<file path="src/rtl/sig_pkg.sv">
// Shared types and constants for the sigmoid stream controller.
// Holds the FSM state encoding, the forced quiet-NaN result and default timing knobs.
package sig_pkg;
  typedef enum logic [1:0] {
    IDLE  = 2'b00,
    WAIT  = 2'b01,
    DRAIN = 2'b10
  } sig_state_t;

  localparam logic [31:0] SIG_QNAN    = 32'h7FC00000;
  localparam int          SIG_TIMEOUT = 16;
  localparam int          SIG_GAP     = 2;
endpackage

</file>
<file path="src/rtl/sig_sync_fifo.sv">
// Synchronous FIFO with combinational head; one-cycle push-to-visible latency.
// Pushes are dropped when full and pops are ignored when empty; push and pop may coincide.
module sig_sync_fifo #(
  parameter int DWIDTH = 32,
  parameter int DEPTH  = 4
) (
  input  logic                     clk,
  input  logic                     rst,
  input  logic                     push,
  input  logic [DWIDTH-1:0]        push_data,
  input  logic                     pop,
  output logic [DWIDTH-1:0]        head,
  output logic                     full,
  output logic                     empty,
  output logic [$clog2(DEPTH):0]   count
);
  localparam int AW = $clog2(DEPTH);

  logic [DWIDTH-1:0] mem_q [DEPTH];
  logic [AW-1:0]     wr_ptr_q, rd_ptr_q;
  logic [AW:0]       count_q;
  logic              do_push, do_pop;

  assign full    = (count_q == (AW+1)'(DEPTH));
  assign empty   = (count_q == '0);
  assign count   = count_q;
  assign head    = mem_q[rd_ptr_q];
  assign do_push = push & ~full;
  assign do_pop  = pop & ~empty;

  // Pointers wrap naturally because DEPTH is a power of two.
  always_ff @(posedge clk or negedge rst) begin
    if (!rst) begin
      wr_ptr_q <= '0;
      rd_ptr_q <= '0;
      count_q  <= '0;
    end else begin
      if (do_push) wr_ptr_q <= wr_ptr_q + AW'(1);
      if (do_pop)  rd_ptr_q <= rd_ptr_q + AW'(1);
      case ({do_push, do_pop})
        2'b10:   count_q <= count_q + (AW+1)'(1);
        2'b01:   count_q <= count_q - (AW+1)'(1);
        default: count_q <= count_q;
      endcase
    end
  end

  always_ff @(posedge clk) begin
    if (do_push) mem_q[wr_ptr_q] <= push_data;
  end
endmodule

</file>
<file path="src/rtl/sig_stream_ctrl.sv">
// Issues buffered operands to the sigmoid unit one at a time and returns its results downstream.
// Results wait in DRAIN until m_ready; a unit that never answers yields a flagged quiet NaN.
module sig_stream_ctrl
  import sig_pkg::*;
#(
  parameter int DWIDTH  = 32,
  parameter int DEPTH   = 4,
  parameter int TIMEOUT = SIG_TIMEOUT,
  parameter int GAP     = SIG_GAP
) (
  input  logic              clk,
  input  logic              rst,
  input  logic [DWIDTH-1:0] s_data,
  input  logic              s_valid,
  output logic              s_ready,
  output logic [DWIDTH-1:0] act_x,
  output logic              act_start,
  input  logic [DWIDTH-1:0] act_y,
  input  logic              act_valid,
  output logic [DWIDTH-1:0] m_data,
  output logic              m_timeout,
  output logic              m_valid,
  input  logic              m_ready,
  output logic              busy
);
  localparam int TW = $clog2(TIMEOUT);
  localparam int CW = (GAP > 0) ? $clog2(GAP + 1) : 1;

  sig_state_t        state_q;
  logic [TW-1:0]     timer_q;
  logic [CW-1:0]     cooldown_q;
  logic [DWIDTH-1:0] act_x_q, m_data_q;
  logic              act_start_q, m_valid_q, m_timeout_q;

  logic [DWIDTH-1:0]      fifo_head;
  logic                   fifo_full, fifo_empty, issue;
  logic [$clog2(DEPTH):0] fifo_count;

  assign issue     = (state_q == IDLE) && !fifo_empty && (cooldown_q == '0);
  assign s_ready   = !fifo_full;
  assign busy      = (fifo_count != '0) || (state_q != IDLE);
  assign act_x     = act_x_q;
  assign act_start = act_start_q;
  assign m_data    = m_data_q;
  assign m_timeout = m_timeout_q;
  assign m_valid   = m_valid_q;

  sig_sync_fifo #(.DWIDTH(DWIDTH), .DEPTH(DEPTH)) u_fifo (
    .clk       (clk),
    .rst       (rst),
    .push      (s_valid & s_ready),
    .push_data (s_data),
    .pop       (issue),
    .head      (fifo_head),
    .full      (fifo_full),
    .empty     (fifo_empty),
    .count     (fifo_count)
  );

  always_ff @(posedge clk or negedge rst) begin
    if (!rst) begin
      state_q     <= IDLE;
      timer_q     <= '0;
      cooldown_q  <= '0;
      act_x_q     <= '0;
      act_start_q <= 1'b0;
      m_data_q    <= '0;
      m_valid_q   <= 1'b0;
      m_timeout_q <= 1'b0;
    end else begin
      if (cooldown_q != '0) cooldown_q <= cooldown_q - CW'(1);
      case (state_q)
        IDLE: begin
          if (issue) begin
            act_x_q     <= fifo_head;
            act_start_q <= 1'b1;
            timer_q     <= '0;
            state_q     <= WAIT;
          end
        end
        WAIT: begin
          timer_q <= timer_q + TW'(1);
          // A response on the expiry cycle still counts as a real result.
          if (act_valid || (timer_q == TW'(TIMEOUT - 1))) begin
            m_data_q    <= act_valid ? act_y : DWIDTH'(SIG_QNAN);
            m_timeout_q <= !act_valid;
            act_start_q <= 1'b0;
            m_valid_q   <= 1'b1;
            cooldown_q  <= CW'(GAP);
            state_q     <= DRAIN;
          end
        end
        DRAIN: begin
          if (m_ready) begin
            m_valid_q <= 1'b0;
            state_q   <= IDLE;
          end
        end
        default: state_q <= IDLE;
      endcase
    end
  end
endmodule

</file>
<file path="config.mk">
export PLATFORM = sky130hd
export DESIGN_NAME = sig_stream_ctrl
export DESIGN_NICKNAME = d
export VERILOG_FILES = /design/src/rtl/sig_pkg.sv /design/src/rtl/sig_sync_fifo.sv /design/src/rtl/sig_stream_ctrl.sv
export SDC_FILE = /design/constraint.sdc
export NUM_CORES = 1
export LEC_CHECK = 0
export BUFFER_PORTS_ARGS = -buffer_cell sky130_fd_sc_hd__buf_2
export CORE_MARGIN = 2
export CORE_UTILIZATION = 55
export DETAILED_ROUTE_END_ITERATION = 7
export PLACE_DENSITY = 0.82
export SLEW_MARGIN = 40
export SYNTH_ARGS = -nofsm -noshare
export SYNTH_HDL_FRONTEND = slang
export SYNTH_SLANG_ARGS = --single-unit
</file>
<file path="constraint.sdc">
create_clock -name clk -period 2.95 [get_ports clk]
set_clock_uncertainty 0.15 [all_clocks]
set_input_delay 0.1475 -clock clk [delete_from_list [all_inputs] [get_ports clk]]
set_output_delay 0.1475 -clock clk [all_outputs]
set_load 0.05 [all_outputs]
</file>
==> results.yml <==
timing:
  hold_violations: 0
  tightest_slew_ns: 0.693
  fmax_mhz: 425
  rsz0062_at_grt: "no"
  final.setup.tns_ns: 0
  hold_slack_ns: 0.122
  drv_slew: 0
  finalCritPeriodShare_pct: 79.7
  slew_headroom_pct: 53.8
  period_needed_ns: 2.35
  final-setup-viol-count: 0
yosys:
  syn_nets: 467
  synth_area_um2: 8010
  synth.distinct_cells: 45
  ys_ff_latch: 210
  seq_area_frac_synth_pct: 73.6
  synth_area_per_cell_um2: 20.5
  synth_warnings: 0
  synthCells: 391
power:
  p_leak_nw: 4.11
  pwr-share-seq_pct: 37.9
  p_sw_mw: 4.70
  p_comb_share_pct: 40.4
  vdd_drop_max_v: 0.000681
  p_per_area_nw_per_um2: 1220
  p_sw_share_pct: 37.8
  p_total_mw: 12.4
  p_int_mw: 7.74
  p_clk_share_pct: 21.7
placed_design:
  io_buffers: 137
  dp_hpwl_mm: 8.56
  place_congestion: 0.757
routing:
  initialDrtViolationCount: 174
  drtPass1Iterations: 4
  wire_per_inst_um: 19.4
  vias: 4382
  wl_mm: 15.6
  ant_nets: 0
  drc_errors: 0
  vias_per_cell: 5.47
worst_setup_path:
  required_ns: 3.20
  cp-end-kind: "register"
  r2r_start: "u_fifo.count[1]"
  worstReg2RegEnd: "u_fifo.count[2]"
  startpoint: "u_fifo.count[1]"
  startpoint_type: "register"
  cp_max_fo: 6
  r2r_slack_ns: 0.60
  reg2reg_depth: 9
  setup.worst_path.class: "register to register"
  arrival_ns: 2.60
die:
  coreArea_um2: 14400
  start_util_pct: 55.7
  die_w_um: 125
  dieArea_um2: 15500
  pin_count: 138
  die_h_um: 125
  rows: 44
grt:
  overflow: 0
  antenna_found_initial: 0
  grt_pass1_wl_mm: 25.3
  grt_max_degree: 83
  grt_pass1_vias: 4720
  grt_usage_pct: 20.7
clock_tree:
  cts_root_buf: "clkbuf_16"
  clock_sinks: 210
  cts_setup_buffers: 0
  path_clk_slew_ns: 0.06
  cts_buffers: 21
  cts_tree: "built"
  ctsLongestPathBuffers: 3
  cts_resized: 0
  hold_buffers: 68
  cts_htree_levels: 1
  clk_latency_ns: 0.48
layout:
  nFillCells: 889
  area_delta_synth_final_pct: 27.7
  antenna_cells: 0
  final_nets: 679
  drive_gt1_share_pct: 41.0
min_path:
  min_path_type: "input port to async pin"
job:
  drv_cap: 0
status:
  outcome: "completed"
-- kinds of logic (layout without fill, tap and decap cells) --
kind of cell | after synthesis | after routing | share of synthesized area (%)
AOI/OAI and AO/OA | 47 | 47 | 4.73
xor gates and xnor gates | 6 | 6 | 0.656
adders and majority gates | 7 | 7 | 1.19
buffers and inverters | 25 | 251 | 2.25
DFF | 210 | 210 | 73.6
muxes | 67 | 67 | 15.2
and+or+nand+nor | 29 | 29 | 2.38
-- cell usage after synthesis (all sizes together) --
cell | number | area (µm²)
or3b | 1 | 11.3
a21oi | 2 | 10.0
nor4 | 1 | 21.3
o21ai | 4 | 20.0
nor2b | 1 | 6.26
or3 | 2 | 17.5
a22o | 23 | 201
xor2 | 2 | 17.5
and3 | 4 | 25.0
dfrtp | 82 | 2050
nor3b | 1 | 7.51
mux2i | 2 | 20.0
o22a | 10 | 87.6
a41oi | 1 | 8.76
mux2 | 33 | 473
nor2 | 3 | 11.3
edfxtp | 128 | 3840
xnor2 | 4 | 35.0
o21a | 2 | 15.0
mux4 | 32 | 721
nor3 | 1 | 5.00
a21boi | 1 | 7.51
or4 | 1 | 7.51
and2 | 2 | 15.0
nand2 | 8 | 40.0
buf | 16 | 144
nand2b | 2 | 12.5
ha | 6 | 75.1
nand3 | 2 | 10.0
clkbuf | 2 | 7.51
fa | 1 | 20.0
a31oi | 2 | 12.5
a21o | 1 | 7.51
a31o | 1 | 8.76
inv | 7 | 28.8
-- sequential cells by signal (all words and copies together) (netlist names) --
name / count
u_fifo.count: 3
timer_q: 4
state_q: 2
m_timeout: 1
cooldown_q: 2
act_x: 32
m_valid: 1
u_fifo.mem_q: 128
m_data: 32
u_fifo.rd_ptr_q: 2
u_fifo.wr_ptr_q: 2
act_start: 1
-- power by group through the flow --
stage / clock [mW] / combinational (mW) / sequential (mW)
6_report: 2.70 / 5.03 / 4.72
5_1_grt: 2.88 / 5.32 / 4.83
4_1_cts: 2.74 / 5.06 / 4.73
3_5_place_dp: 0 / 4.99 / 4.77
3_3_place_gp: 0 / 4.86 / 4.71
2_1_floorplan: 0 / 2.58 / 6.11
-- per-stage QoR --
step                setup WS, ns  cells  utilization (%)  instance area (µm²)
floorplan                  0.627    391                -                 8010
global placement           0.703    696             61.3                 8810
detailed placement         0.625    696             61.5                 8830
CTS                        0.610    801             71.1                10200
global route               0.532    801             71.2                10200
finish                     0.600    801             71.2                10200
-- worst max-delay path, cell delays in order, from the launching register on --
cell     delay [ns]
dfrtp_1        0.42
or3b_4         0.44
and2_4         0.19
inv_1          0.05
ha_1           0.17
inv_1          0.07
fa_1           0.37
xor2_1         0.15
nor2_1         0.12
xor2_1         0.15
-- layer usage --
layer / up-vias / global-route usage [%] / share of wire, %
li1: 1963 / - / -
met1: 2246 / 27.7 / 41
met2: 147 / 35.2 / 51
met3: 26 / 4.17 / 5.5
met4: 0 / 5.35 / 1.8
met5: - / 0 / 0
-- worst max path at each step --
| stage | end | slack (ns) | cells past startpoint |
|---|---|---|---|
| floorplan | u_fifo.count[2] | 0.63 | 9 |
| global placement | u_fifo.count[2] | 0.70 | 9 |
| detailed placement | u_fifo.count[2] | 0.62 | 9 |
| CTS | u_fifo.count[2] | 0.61 | 9 |
| global route | u_fifo.count[2] | 0.53 | 9 |
| finish | u_fifo.count[2] | 0.60 | 9 |
-- cell type report --
type / instances / area (µm²) / area share (%)
Inverter: 7 / 28.8 / 0.281
Multi-Input combinational cell: 156 / 1950 / 19.1
Tap cell: 184 / 230 / 2.25
Clock inverter: 14 / 174 / 1.70
Clock buffer: 23 / 533 / 5.21
Timing Repair Buffer: 207 / 1400 / 13.7
Sequential cell: 210 / 5900 / 57.7
-- cells in the final DEF (no fill, tap or decap), types with 7 or more instances in the layout --
cell type        n
clkinv_2         7
buf_2          136
clkbuf_16       21
dfrtp_1         80
dlygate4sd3_1   68
mux4_2          32
o22a_1          10
a22o_1          23
edfxtp_1       128
mux2_4          27
Note: power is estimated with default switching activity, not from simulation.
